## src/rtl/soc_ahb_pkg.sv

```systemverilog
// Shared AHB-Lite types and helpers for the FPGA-to-SoC master arbiter.
// Optional data-phase timeout is enabled with SOC_AHB_ARB_TIMEOUT_EN.
package soc_ahb_pkg;

  typedef enum logic [1:0] {
    HTRANS_IDLE   = 2'b00,
    HTRANS_BUSY   = 2'b01,
    HTRANS_NONSEQ = 2'b10,
    HTRANS_SEQ    = 2'b11
  } htrans_e;

  typedef enum logic [1:0] {
    ST_IDLE,
    ST_ADDR,
    ST_DATA,
    ST_ERR
  } arb_state_e;

  localparam logic [2:0] HSIZE_WORD    = 3'b010;
  localparam logic [2:0] HBURST_SINGLE = 3'b000;
  localparam logic [3:0] HPROT_DEF     = 4'b0011;

  localparam logic [1:0] SZ_BYTE = 2'd0;
  localparam logic [1:0] SZ_HALF = 2'd1;
  localparam logic [1:0] SZ_WORD = 2'd2;

  function automatic logic [3:0] be_from_size(
    input logic [1:0] size,
    input logic [1:0] addr_lo
  );
    logic [3:0] be;
    be = 4'b0000;
    unique case (1'b1)
      (size == SZ_BYTE): be = 4'b0001 << addr_lo;
      (size == SZ_HALF): be = addr_lo[1] ? 4'b1100 : 4'b0011;
      (size == SZ_WORD): be = 4'b1111;
      default:           be = 4'b0000;
    endcase
    return be;
  endfunction

  function automatic logic size_ok(
    input logic [1:0] size,
    input logic [1:0] addr_lo
  );
    logic ok;
    ok = 1'b0;
    unique case (1'b1)
      (size == SZ_BYTE): ok = 1'b1;
      (size == SZ_HALF): ok = !addr_lo[0];
      (size == SZ_WORD): ok = (addr_lo == 2'b00);
      default:           ok = 1'b0;
    endcase
    return ok;
  endfunction

endpackage

```

## src/rtl/soc_ahb_rr_arb.sv

```systemverilog
// Round-robin picker: first set request at or after ptr, wrapping.
// Produces one-hot grant, its index and an any-request flag.
module soc_ahb_rr_arb #(
  parameter int N  = 4,
  parameter int IW = 2
) (
  input  logic [N-1:0]  req,
  input  logic [IW-1:0] ptr,
  output logic [N-1:0]  gnt,
  output logic [IW-1:0] idx,
  output logic          any
);

  always_comb begin
    int j;
    gnt = '0;
    idx = '0;
    any = 1'b0;
    j   = 0;
    for (int i = 0; i < N; i++) begin
      j = int'(ptr) + i;
      if (j >= N) j = j - N;
      if (!any && req[j[IW-1:0]]) begin
        any              = 1'b1;
        gnt[j[IW-1:0]]   = 1'b1;
        idx              = j[IW-1:0];
      end
    end
  end

endmodule

```

## src/rtl/soc_fpga_ahb_master_arb.sv

```systemverilog
// Round-robin AHB-Lite single-beat master sharing the SoC S0 slave port.
// Define SOC_AHB_ARB_TIMEOUT_EN to bound ADDR/DATA wait states.
module soc_fpga_ahb_master_arb
  import soc_ahb_pkg::*;
#(
  parameter int NUM_REQ     = 4,
  parameter int AW          = 32,
  parameter int DW          = 32,
  parameter int TIMEOUT_CYC = 256
) (
  input  logic                  hclk,
  input  logic                  hrst,
  input  logic [NUM_REQ-1:0]    req_valid,
  output logic [NUM_REQ-1:0]    req_ready,
  input  logic [NUM_REQ-1:0]    req_write,
  input  logic [2*NUM_REQ-1:0]  req_size,
  input  logic [AW*NUM_REQ-1:0] req_addr,
  input  logic [DW*NUM_REQ-1:0] req_wdata,
  output logic [NUM_REQ-1:0]    rsp_valid,
  output logic                  rsp_err,
  output logic [DW-1:0]         rsp_rdata,
  output logic [AW-1:0]         haddr,
  output logic [2:0]            hburst,
  output logic [2:0]            hsize,
  output logic [1:0]            htrans,
  output logic                  hwrite,
  output logic [3:0]            hprot,
  output logic [DW-1:0]         hwdata,
  output logic [3:0]            hwbe,
  output logic                  hsel,
  output logic                  hmastlock,
  input  logic                  hready,
  input  logic                  hresp,
  input  logic [DW-1:0]         hrdata
);

  localparam int IW = $clog2(NUM_REQ);

  arb_state_e state, state_nxt;

  logic [IW-1:0]      ptr;
  logic [IW-1:0]      gidx;
  logic [IW-1:0]      cidx;
  logic [IW-1:0]      rsp_idx;
  logic [NUM_REQ-1:0] gnt;
  logic               any;

  logic          cw;
  logic [1:0]    csz;
  logic [AW-1:0] caddr;
  logic [DW-1:0] cwdata;
  logic [3:0]    cbe;

  logic [1:0]    gsz;
  logic [AW-1:0] gaddr;
  logic          glegal;

  logic accept;
  logic done;
  logic done_err;
  logic tmo;

  soc_ahb_rr_arb #(
    .N  (NUM_REQ),
    .IW (IW)
  ) u_rr (
    .req (req_valid),
    .ptr (ptr),
    .gnt (gnt),
    .idx (gidx),
    .any (any)
  );

  assign gsz    = req_size[gidx*2 +: 2];
  assign gaddr  = req_addr[gidx*AW +: AW];
  assign glegal = size_ok(gsz, gaddr[1:0]);

  // Illegal requests answer straight from IDLE, so route to the live grant.
  assign rsp_idx = (state == ST_IDLE) ? gidx : cidx;

  always_comb begin
    state_nxt = state;
    req_ready = '0;
    accept    = 1'b0;
    done      = 1'b0;
    done_err  = 1'b0;
    unique case (state)
      ST_IDLE: begin
        if (any && !hrst) begin
          req_ready = gnt;
          accept    = 1'b1;
          if (glegal) begin
            state_nxt = ST_ADDR;
          end else begin
            done     = 1'b1;
            done_err = 1'b1;
          end
        end
      end
      ST_ADDR: begin
        if (hready) begin
          state_nxt = ST_DATA;
        end else if (tmo) begin
          done      = 1'b1;
          done_err  = 1'b1;
          state_nxt = ST_IDLE;
        end
      end
      ST_DATA: begin
        if (hready) begin
          done      = 1'b1;
          done_err  = hresp;
          state_nxt = ST_IDLE;
        end else if (hresp) begin
          state_nxt = ST_ERR;
        end else if (tmo) begin
          done      = 1'b1;
          done_err  = 1'b1;
          state_nxt = ST_IDLE;
        end
      end
      ST_ERR: begin
        if (hready) begin
          done      = 1'b1;
          done_err  = 1'b1;
          state_nxt = ST_IDLE;
        end
      end
    endcase
  end

  always_ff @(posedge hclk) begin
    if (hrst) begin
      state     <= ST_IDLE;
      ptr       <= '0;
      cidx      <= '0;
      cw        <= 1'b0;
      csz       <= SZ_WORD;
      caddr     <= '0;
      cwdata    <= '0;
      cbe       <= '0;
      rsp_valid <= '0;
      rsp_err   <= 1'b0;
      rsp_rdata <= '0;
    end else begin
      state     <= state_nxt;
      rsp_valid <= '0;
      rsp_err   <= 1'b0;
      if (accept) begin
        ptr <= (gidx == IW'(NUM_REQ-1)) ? '0 : gidx + 1'b1;
      end
      if (accept && glegal) begin
        cidx   <= gidx;
        cw     <= req_write[gidx];
        csz    <= gsz;
        caddr  <= gaddr;
        cwdata <= req_wdata[gidx*DW +: DW];
        cbe    <= be_from_size(gsz, gaddr[1:0]);
      end
      if (done) begin
        rsp_valid <= {{(NUM_REQ-1){1'b0}}, 1'b1} << rsp_idx;
        rsp_err   <= done_err;
        if (!done_err && !cw) rsp_rdata <= hrdata;
      end
    end
  end

`ifdef SOC_AHB_ARB_TIMEOUT_EN
  localparam int CW = $clog2(TIMEOUT_CYC + 1);

  logic [CW-1:0] tcnt;
  logic          stall;

  assign stall = ((state == ST_ADDR) || (state == ST_DATA)) && !hready;
  assign tmo   = stall && (tcnt == CW'(TIMEOUT_CYC - 1));

  always_ff @(posedge hclk) begin
    if (hrst || (state == ST_IDLE)) begin
      tcnt <= '0;
    end else if (stall) begin
      tcnt <= tcnt + 1'b1;
    end
  end
`else
  assign tmo = 1'b0 && (TIMEOUT_CYC > 0);
`endif

  assign htrans    = (state == ST_ADDR) ? HTRANS_NONSEQ : HTRANS_IDLE;
  assign hsel      = (state == ST_ADDR);
  assign haddr     = caddr;
  assign hwrite    = cw;
  assign hsize     = {1'b0, csz};
  assign hwbe      = cbe;
  assign hwdata    = cwdata;
  assign hburst    = HBURST_SINGLE;
  assign hprot     = HPROT_DEF;
  assign hmastlock = 1'b0;

endmodule
```

## config.mk

```make
export PLATFORM = sky130hd
export DESIGN_NAME = soc_fpga_ahb_master_arb
export DESIGN_NICKNAME = d
export VERILOG_FILES = /design/src/rtl/soc_ahb_pkg.sv /design/src/rtl/soc_ahb_rr_arb.sv /design/src/rtl/soc_fpga_ahb_master_arb.sv
export SDC_FILE = /design/constraint.sdc
export NUM_CORES = 1
export LEC_CHECK = 0
export CORE_AREA = 3 3 167 169
export DETAILED_ROUTE_END_ITERATION = 10
export DIE_AREA = 0 0 170 172
export GPL_TIMING_DRIVEN = 0
export MAX_ROUTING_LAYER = met4
export PLACE_DENSITY_LB_ADDON = 0.12
export SYNTH_ARGS = -nofsm -noshare
export SYNTH_HDL_FRONTEND = slang
export SYNTH_HIERARCHICAL = 1
export SYNTH_SLANG_ARGS = --single-unit
```

## constraint.sdc

```tcl
create_clock -name hclk -period 7.6 [get_ports hclk]
set_input_delay 1.52 -clock hclk [delete_from_list [all_inputs] [get_ports hclk]]
set_output_delay 1.52 -clock hclk [all_outputs]
set_load 0.01 [all_outputs]
```

==> flow_metrics.env, run 1 <==
export IMPL_status="finished, final reports clean"
export IMPL_fin_crit_sh=0.7941
export IMPL_p_leak_uw=0.004031
export IMPL_rsz0062_at_grt="no"
export IMPL_ir_drop_mv=0.1890
export IMPL_post_cts_buffers=0
export IMPL_synth_top_area_cell="dfxtp_1"
export IMPL_antenna_found_initial=2
export IMPL_die_y_um=172
export IMPL_firstDrtPassIters=4
export IMPL_std_cell_rows=60
export IMPL_r2r_end="haddr[10]$_SDFFE_PP0P_"
export IMPL_clk_latency_ns=0.42
export IMPL_numPortBuffers=420
export IMPL_post_drt_wl_per_cell_um=20.33
export IMPL_cts_buffers=17
export IMPL_setup_tns_final_ns=0
export IMPL_postSynthAreaPerCell_um2=9.813
export IMPL_synth_distinct_cells=47
export IMPL_drtAntennaViolNets=0
export IMPL_gp_congestion=0.8439
export IMPL_cp_max_fo=8
export IMPL_grt_max_degree=17
export IMPL_async_flop_share=0
export IMPL_cp_arrival_ns=4.52
export IMPL_period_minus_slack_ns=6.035
export IMPL_synthCells=668
export IMPL_synth_compound_area_share=0.1645
export IMPL_min_path_cells=2
export IMPL_cp_start_kind="input pin"
export IMPL_p_per_area_nw_per_um2=389.9
export IMPL_hold_buffers=0
export IMPL_drc=0
export IMPL_worst_slew_pin_slew_ns=1.276
export IMPL_dp_hpwl_um=24140
export IMPL_min_to="rsp_rdata[0]$_SDFFE_PP0P_"
export IMPL_ff2ff_path_depth=13
export IMPL_die_w_um=170
export IMPL_wl_um=29880
export IMPL_synthMuxAreaShare=0.2579
export IMPL_cts_resized=0
export IMPL_hold_start="rsp_rdata[0]$_SDFFE_PP0P_"
export IMPL_drv_cap=0
export IMPL_pin_count=432
export IMPL_hp_class="reg2reg"
export IMPL_final_nets=1429
export IMPL_synth_area_top_cells="dfxtp_1 (35%), mux4_2 (24%), a21oi_1 (8.1%)"
export IMPL_worstPathRequired_ns=6.08
export IMPL_rrSetupSlack_ns=2.97
export IMPL_cts_sinks=114
export IMPL_cts_root_buffer="clkbuf_16"
export IMPL_num_vias=7024
export IMPL_area_delta_synth_final_pct=80.95
export IMPL_grt_pass1_vias=7314
export IMPL_critPathKind="in2out"
export IMPL_cts_tree="done"
export IMPL_finish_utilization=0.4438
export IMPL_max_clock_path_buffers=2
export IMPL_ys_seq_elements=114
export IMPL_finalPower_uw=4625
export IMPL_timing_fmax_mhz=165.7
export IMPL_drt_iter0_markers=351
export IMPL_hold_viol_final=0
export IMPL_yosysSeqAreaShare=0.3482
export IMPL_yosysWarnings=6
export IMPL_htree_levels=4
export IMPL_dieArea_um2=29240
export IMPL_worstReg2RegStart="ptr[1]$_SDFFE_PP0P_"
export IMPL_synth_area_um2=6555
export IMPL_synthSimpleGateAreaFrac=0.1491
export IMPL_slew_headroom=0.1372
export IMPL_synth_top_family_by_area="multiplexers"
export IMPL_hold_slack_ns=0.4522
export IMPL_viasPerCell=4.778
export IMPL_synth_ff_type="dfxtp_1"
export IMPL_gr_total_overflow=0
export IMPL_synth_top_cell_area_share=0.3482
export IMPL_skew_ns=0.01560
export IMPL_endpoint_kind="primary output"
export IMPL_grt_pass1_wl_um=43300
export IMPL_synth_adder_area_share=0.01145
export IMPL_clkTransAtPathRegs_ns=0.05
export IMPL_synthXorXnorAreaFrac=0
export IMPL_grt_util_all_layers=0.2028
export IMPL_synth_edf_count=0
export IMPL_slew_viol_final=0
export IMPL_start_util=0.2453
export IMPL_drive_above_1_share=0.1366
export IMPL_coreArea_um2=26730
export IMPL_setup_viol=0
## worst max-delay path by stage
stage	slack (ns)	end	depth (start not counted)	startpoint
2_1_floorplan	3.11	haddr[15]$_SDFFE_PP0P_	10	req_valid[3]
3_5_place_dp	1.61	req_ready[2]	7	req_valid[2]
5_1_grt	1.39	req_ready[2]	7	req_valid[0]
6_report	1.56	req_ready[2]	7	req_valid[0]
3_3_place_gp	1.60	req_ready[2]	7	req_valid[3]
4_1_cts	1.60	req_ready[2]	7	req_valid[2]
## cell families after synthesis
| logic type | count (synthesis) |
|---|---|
| DFF | 114 |
| other | 2 |
| adders and majority gates | 6 |
| buffers and inverters | 83 |
| AOI/OAI and AO/OA | 200 |
| muxes | 79 |
| and+or+nand+nor | 184 |
## power breakdown
group | total (uW) | switching, uW | internal (uW)
clock network | 887 | 292 | 595
registers | 935 | 125 | 810
logic | 2800 | 1400 | 1400
## worst max-delay path, cell delays in order
cell             delay [ns]
clkdlybuf4s50_1        0.54
mux4_1                 0.41
nor3_1                 0.10
nand2b_1               0.12
nor4b_1                1.03
and2_1                 0.25
clkdlybuf4s50_1        0.54
## state kept, by name (all words and copies together) (netlist names)
name / count
hwbe: 4
rsp_rdata: 32
hwdata: 32
csz: 2
haddr: 32
rsp_err: 1
cidx: 2
state: 2
rsp_valid: 4
ptr: 2
hwrite: 1
## cell type report
type | instances | area [um^2]
clock inverters | 11 | 183.9
diodes | 2 | 5.005
multi-input cells | 479 | 3859
plain buffers | 80 | 432.9
fillers | 2618 | 14860
clock buffers | 20 | 456.7
well taps | 341 | 426.7
inverters | 3 | 11.26
repair buffers | 420 | 4204
flip-flops and latches | 114 | 2282
## cells in the final DEF, fill, tap and decap left out, types with 4 or more instances in the layout
cell | synthesis | routed
nand3_2 | 13 | 13
buf_6 | 10 | 10
nor2b_1 | 4 | 4
nor3_1 | 5 | 5
a21oi_1 | 106 | 106
clkinv_2 | 0 | 5
clkbuf_16 | 0 | 17
and2_1 | 4 | 4
clkbuf_1 | 41 | 42
o21ai_0 | 62 | 62
o21ai_1 | 10 | 10
mux2i_1 | 5 | 5
buf_4 | 13 | 13
clkdlybuf4s50_1 | 0 | 420
buf_2 | 5 | 5
ha_1 | 6 | 6
nand2b_1 | 5 | 5
nor2_1 | 9 | 9
dfxtp_1 | 114 | 114
a211oi_1 | 4 | 4
mux4_2 | 69 | 69
nor4_1 | 6 | 6
nand2_1 | 71 | 71
nand3_1 | 55 | 55
buf_1 | 9 | 9
conb_1 | 2 | 10
a22oi_1 | 8 | 8
bufinv_16 | 0 | 5
## per-stage QoR
step | instances | worst slack (ns) | area (um^2)
floorplan | 676 | 3.112 | 6585
global placement | 1437 | 1.597 | 11220
detailed placement | 1437 | 1.606 | 11220
CTS | 1468 | 1.600 | 11860
global route | 1470 | 1.391 | 11860
finish | 1470 | 1.565 | 11860
## synthesized netlist by cell type (all sizes together) (4+ instances only)
library cell  instances
dfxtp               114
a21oi               106
nand2                72
o21ai                72
mux4                 71
nand3                68
clkbuf               43
buf                  37
nor2                  9
a22oi                 8
nor4                  7
ha                    6
a211oi                5
mux2i                 5
nand2b                5
nor3                  5
and2                  4
nor2b                 4
## metal layers
metal,GRT usage,part of all wire
met1,0.2361,0.41
met2,0.3514,0.52
met3,0.05556,0.065
met4,0.04586,0.010
met5,-,0
Power figures use the tool's default switching activity.
==> run 2, diff against run 1 <==
--- a/config.mk
+++ b/config.mk
@@ -5,9 +5,9 @@
 export SDC_FILE = /design/constraint.sdc
 export NUM_CORES = 1
 export LEC_CHECK = 0
-export CORE_AREA = 3 3 167 169
+export CORE_AREA = 3 3 168 170
 export DETAILED_ROUTE_END_ITERATION = 10
-export DIE_AREA = 0 0 170 172
+export DIE_AREA = 0 0 171 173
 export GPL_TIMING_DRIVEN = 0
 export MAX_ROUTING_LAYER = met4
 export PLACE_DENSITY_LB_ADDON = 0.12
==> constraint.sdc (replaced) <==
create_clock -name hclk -period 4.9 [get_ports hclk]
set_input_delay 0.98 -clock hclk [delete_from_list [all_inputs] [get_ports hclk]]
set_output_delay 0.98 -clock hclk [all_outputs]
set_load 0.01 [all_outputs]
==> run 2 against run 1 <==
  * Design area down 0.35%
  * Clock skew down 0.0036 ns
  * Critical path depth up 5
  * Sequential power up 56%
  * Cell count about the same
  * Global-route usage down 0.10 points
  * Clock power up 38%
==> flow_metrics.env, run 2 (synthesized netlist as in run 1, its figures left out) <==
export IMPL_multiInputGateArea_um2=3865
export IMPL_max_clock_path_buffers=2
export IMPL_grt_util_all_layers=0.2017
export IMPL_clkTransAtPathRegs_ns=0.05
export IMPL_viasPerCell=4.733
export IMPL_power_clock_fraction=0.173
export IMPL_drc=0
export IMPL_fin_crit_sh=0.9537
export IMPL_area_delta_synth_final_pct=80.32
export IMPL_hold_slack_ns=0.4515
export IMPL_dp_hpwl_um=24340
export IMPL_crit_chain="clkdlybuf4s50_1, mux4_2, buf_6, nand2b_1, o221ai_1, a32o_1, clkbuf_1, clkbuf_1, clkbuf_1, mux4_2, o21ai_1, a21oi_1"
export IMPL_cp_start_kind="input pin"
export IMPL_wl_um=30060
export IMPL_path_common_cell="clkbuf_1"
export IMPL_cp_slowest_cell="clkbuf_1"
export IMPL_combPwrFrac=0.620
export IMPL_p_leak_uw=0.004005
export IMPL_status="finished, final reports clean"
export IMPL_final_common_cell="clkdlybuf4s50_1"
export IMPL_worstPathRequired_ns=5.17
export IMPL_die_w_um=171
export IMPL_cts_root_buffer="clkbuf_16"
export IMPL_setup_viol=0
export IMPL_grt_max_degree=17
export IMPL_period_minus_slack_ns=4.673
export IMPL_slew_viol_final=0
export IMPL_setup_tns_final_ns=0
export IMPL_num_vias=6962
export IMPL_cts_tree="done"
export IMPL_critPathMaxStageDelay_ns=0.74
export IMPL_start_util=0.2439
export IMPL_hold_viol_final=0
export IMPL_final_nets=1431
export IMPL_drtAntennaViolNets=0
export IMPL_slew_headroom=0.3291
export IMPL_final_cell_mix="clkdlybuf4s50_1 (420), dfxtp_1 (114), a21oi_1 (106), nand2_1 (71), mux4_2 (69)"
export IMPL_p_per_area_nw_per_um2=596.7
export IMPL_seq_power_share=0.207
export IMPL_finalPower_uw=7053
export IMPL_gr_total_overflow=0
export IMPL_cp_max_fo=10
export IMPL_numPortBuffers=420
export IMPL_grt_pass1_vias=7219
export IMPL_cts_buffers=17
export IMPL_critPathKind="in2reg"
export IMPL_drv_cap=0
export IMPL_htree_levels=4
export IMPL_endpoint_kind="flip-flop"
export IMPL_regArea_um2=2282
export IMPL_drive_above_1_share=0.1401
export IMPL_cts_sinks=114
export IMPL_clk_latency_ns=0.42
export IMPL_fill_cells=2628
export IMPL_hp_class="reg2reg"
export IMPL_pin_count=432
export IMPL_drt_iter0_markers=301
export IMPL_p_sw_uw=2834
export IMPL_cp_arrival_ns=4.94
export IMPL_die_y_um=173
export IMPL_sw_frac_of_total=0.4018
export IMPL_timing_fmax_mhz=214.0
export IMPL_post_drt_wl_per_cell_um=20.43
export IMPL_skew_ns=0.01203
export IMPL_grt_pass1_wl_um=43860
export IMPL_gp_congestion=0.8220
export IMPL_firstDrtPassIters=4
export IMPL_p_int_uw=4219
export IMPL_rsz0062_at_grt="no"
export IMPL_worst_slew_pin_slew_ns=1.006
export IMPL_coreArea_um2=26880
export IMPL_antenna_found_initial=2
export IMPL_std_cell_rows=60
export IMPL_ir_drop_mv=0.3895
export IMPL_dieArea_um2=29580
==> run 2: cell types whose count changed in the layout (fill, tap and decap cells not counted), moves of 2 or more <==
| cell | delta |
|---|---|
| buf_4 | +2 |
| bufinv_16 | -3 |
| clkbuf_1 | -2 |
| clkinvlp_4 | +4 |
==> run 2: metrics by stage <==
step	instances	setup WS, ns	cell area [um^2]	util
6_report	1471	0.2268	11820	0.4398
4_1_cts	1467	0.02278	11790	0.4388
5_1_grt	1471	0.01418	11820	0.4398
3_3_place_gp	1437	-0.3307	11220	0.4173
2_1_floorplan	676	0.9525	6585	-
3_5_place_dp	1437	-0.3490	11220	0.4173
==> run 2: repair_timing <==
action | 4_1_cts | 5_1_grt
setup endpoints to repair | 0 | 15
resized for setup | 0 | 3
setup buffers | 0 | 2
hold buffers | 0 | 0
==> run 2: worst max-delay path: cells and delay by family <==
kind | cells | cell delay, ns
AO/OA/AOI/OAI | 4 | 0.49
buffers and inverters | 5 | 2.34
AND/OR/NAND/NOR | 1 | 0.14
multiplexers | 2 | 0.98
==> run 2: layout make-up <==
class | instances | area share
Timing Repair Buffer | 422 | 0.3569
Clock inverter | 10 | 0.009315
Inverter | 3 | 0.0009527
Multi-Input combinational cell | 479 | 0.3270
Clock buffer | 20 | 0.03948
Buffer | 80 | 0.03673
Tap cell | 341 | 0.03610
Antenna cell | 2 | 0.0004234
Sequential cell | 114 | 0.1931
==> run 2: power groups by stage <==
| stage | sequential [uW] | clock (uW) | combinational [uW] |
|---|---|---|---|
| 6_report | 1460 | 1220 | 4370 |
| 5_1_grt | 1500 | 1300 | 4760 |
| 4_1_cts | 1460 | 1250 | 4450 |
| 3_5_place_dp | 1470 | 0 | 4430 |
| 3_3_place_gp | 1460 | 0 | 4450 |
| 2_1_floorplan | 1590 | 0 | 2520 |
==> run 2: path summary, 6_finish.rpt <==
path,to,slack (ns),depth (start not counted),startpoint
max,haddr[8]$_SDFFE_PP0P_,0.23,12,req_valid[2]
min,rsp_rdata[4]$_SDFFE_PP0P_,0.45,2,rsp_rdata[4]$_SDFFE_PP0P_
max reg2reg,haddr[8]$_SDFFE_PP0P_,0.40,13,ptr[1]$_SDFFE_PP0P_
min reg2reg,rsp_rdata[4]$_SDFFE_PP0P_,0.45,2,rsp_rdata[4]$_SDFFE_PP0P_
==> run 2: routing by layer <==
layer | GRT usage | routed length (um) | up-vias
met5 | - | 0 | -
met4 | 0.05030 | 403 | 0
met3 | 0.05601 | 2281 | 24
met2 | 0.3476 | 15490 | 270
met1 | 0.2313 | 11890 | 3278
li1 | - | - | 3390
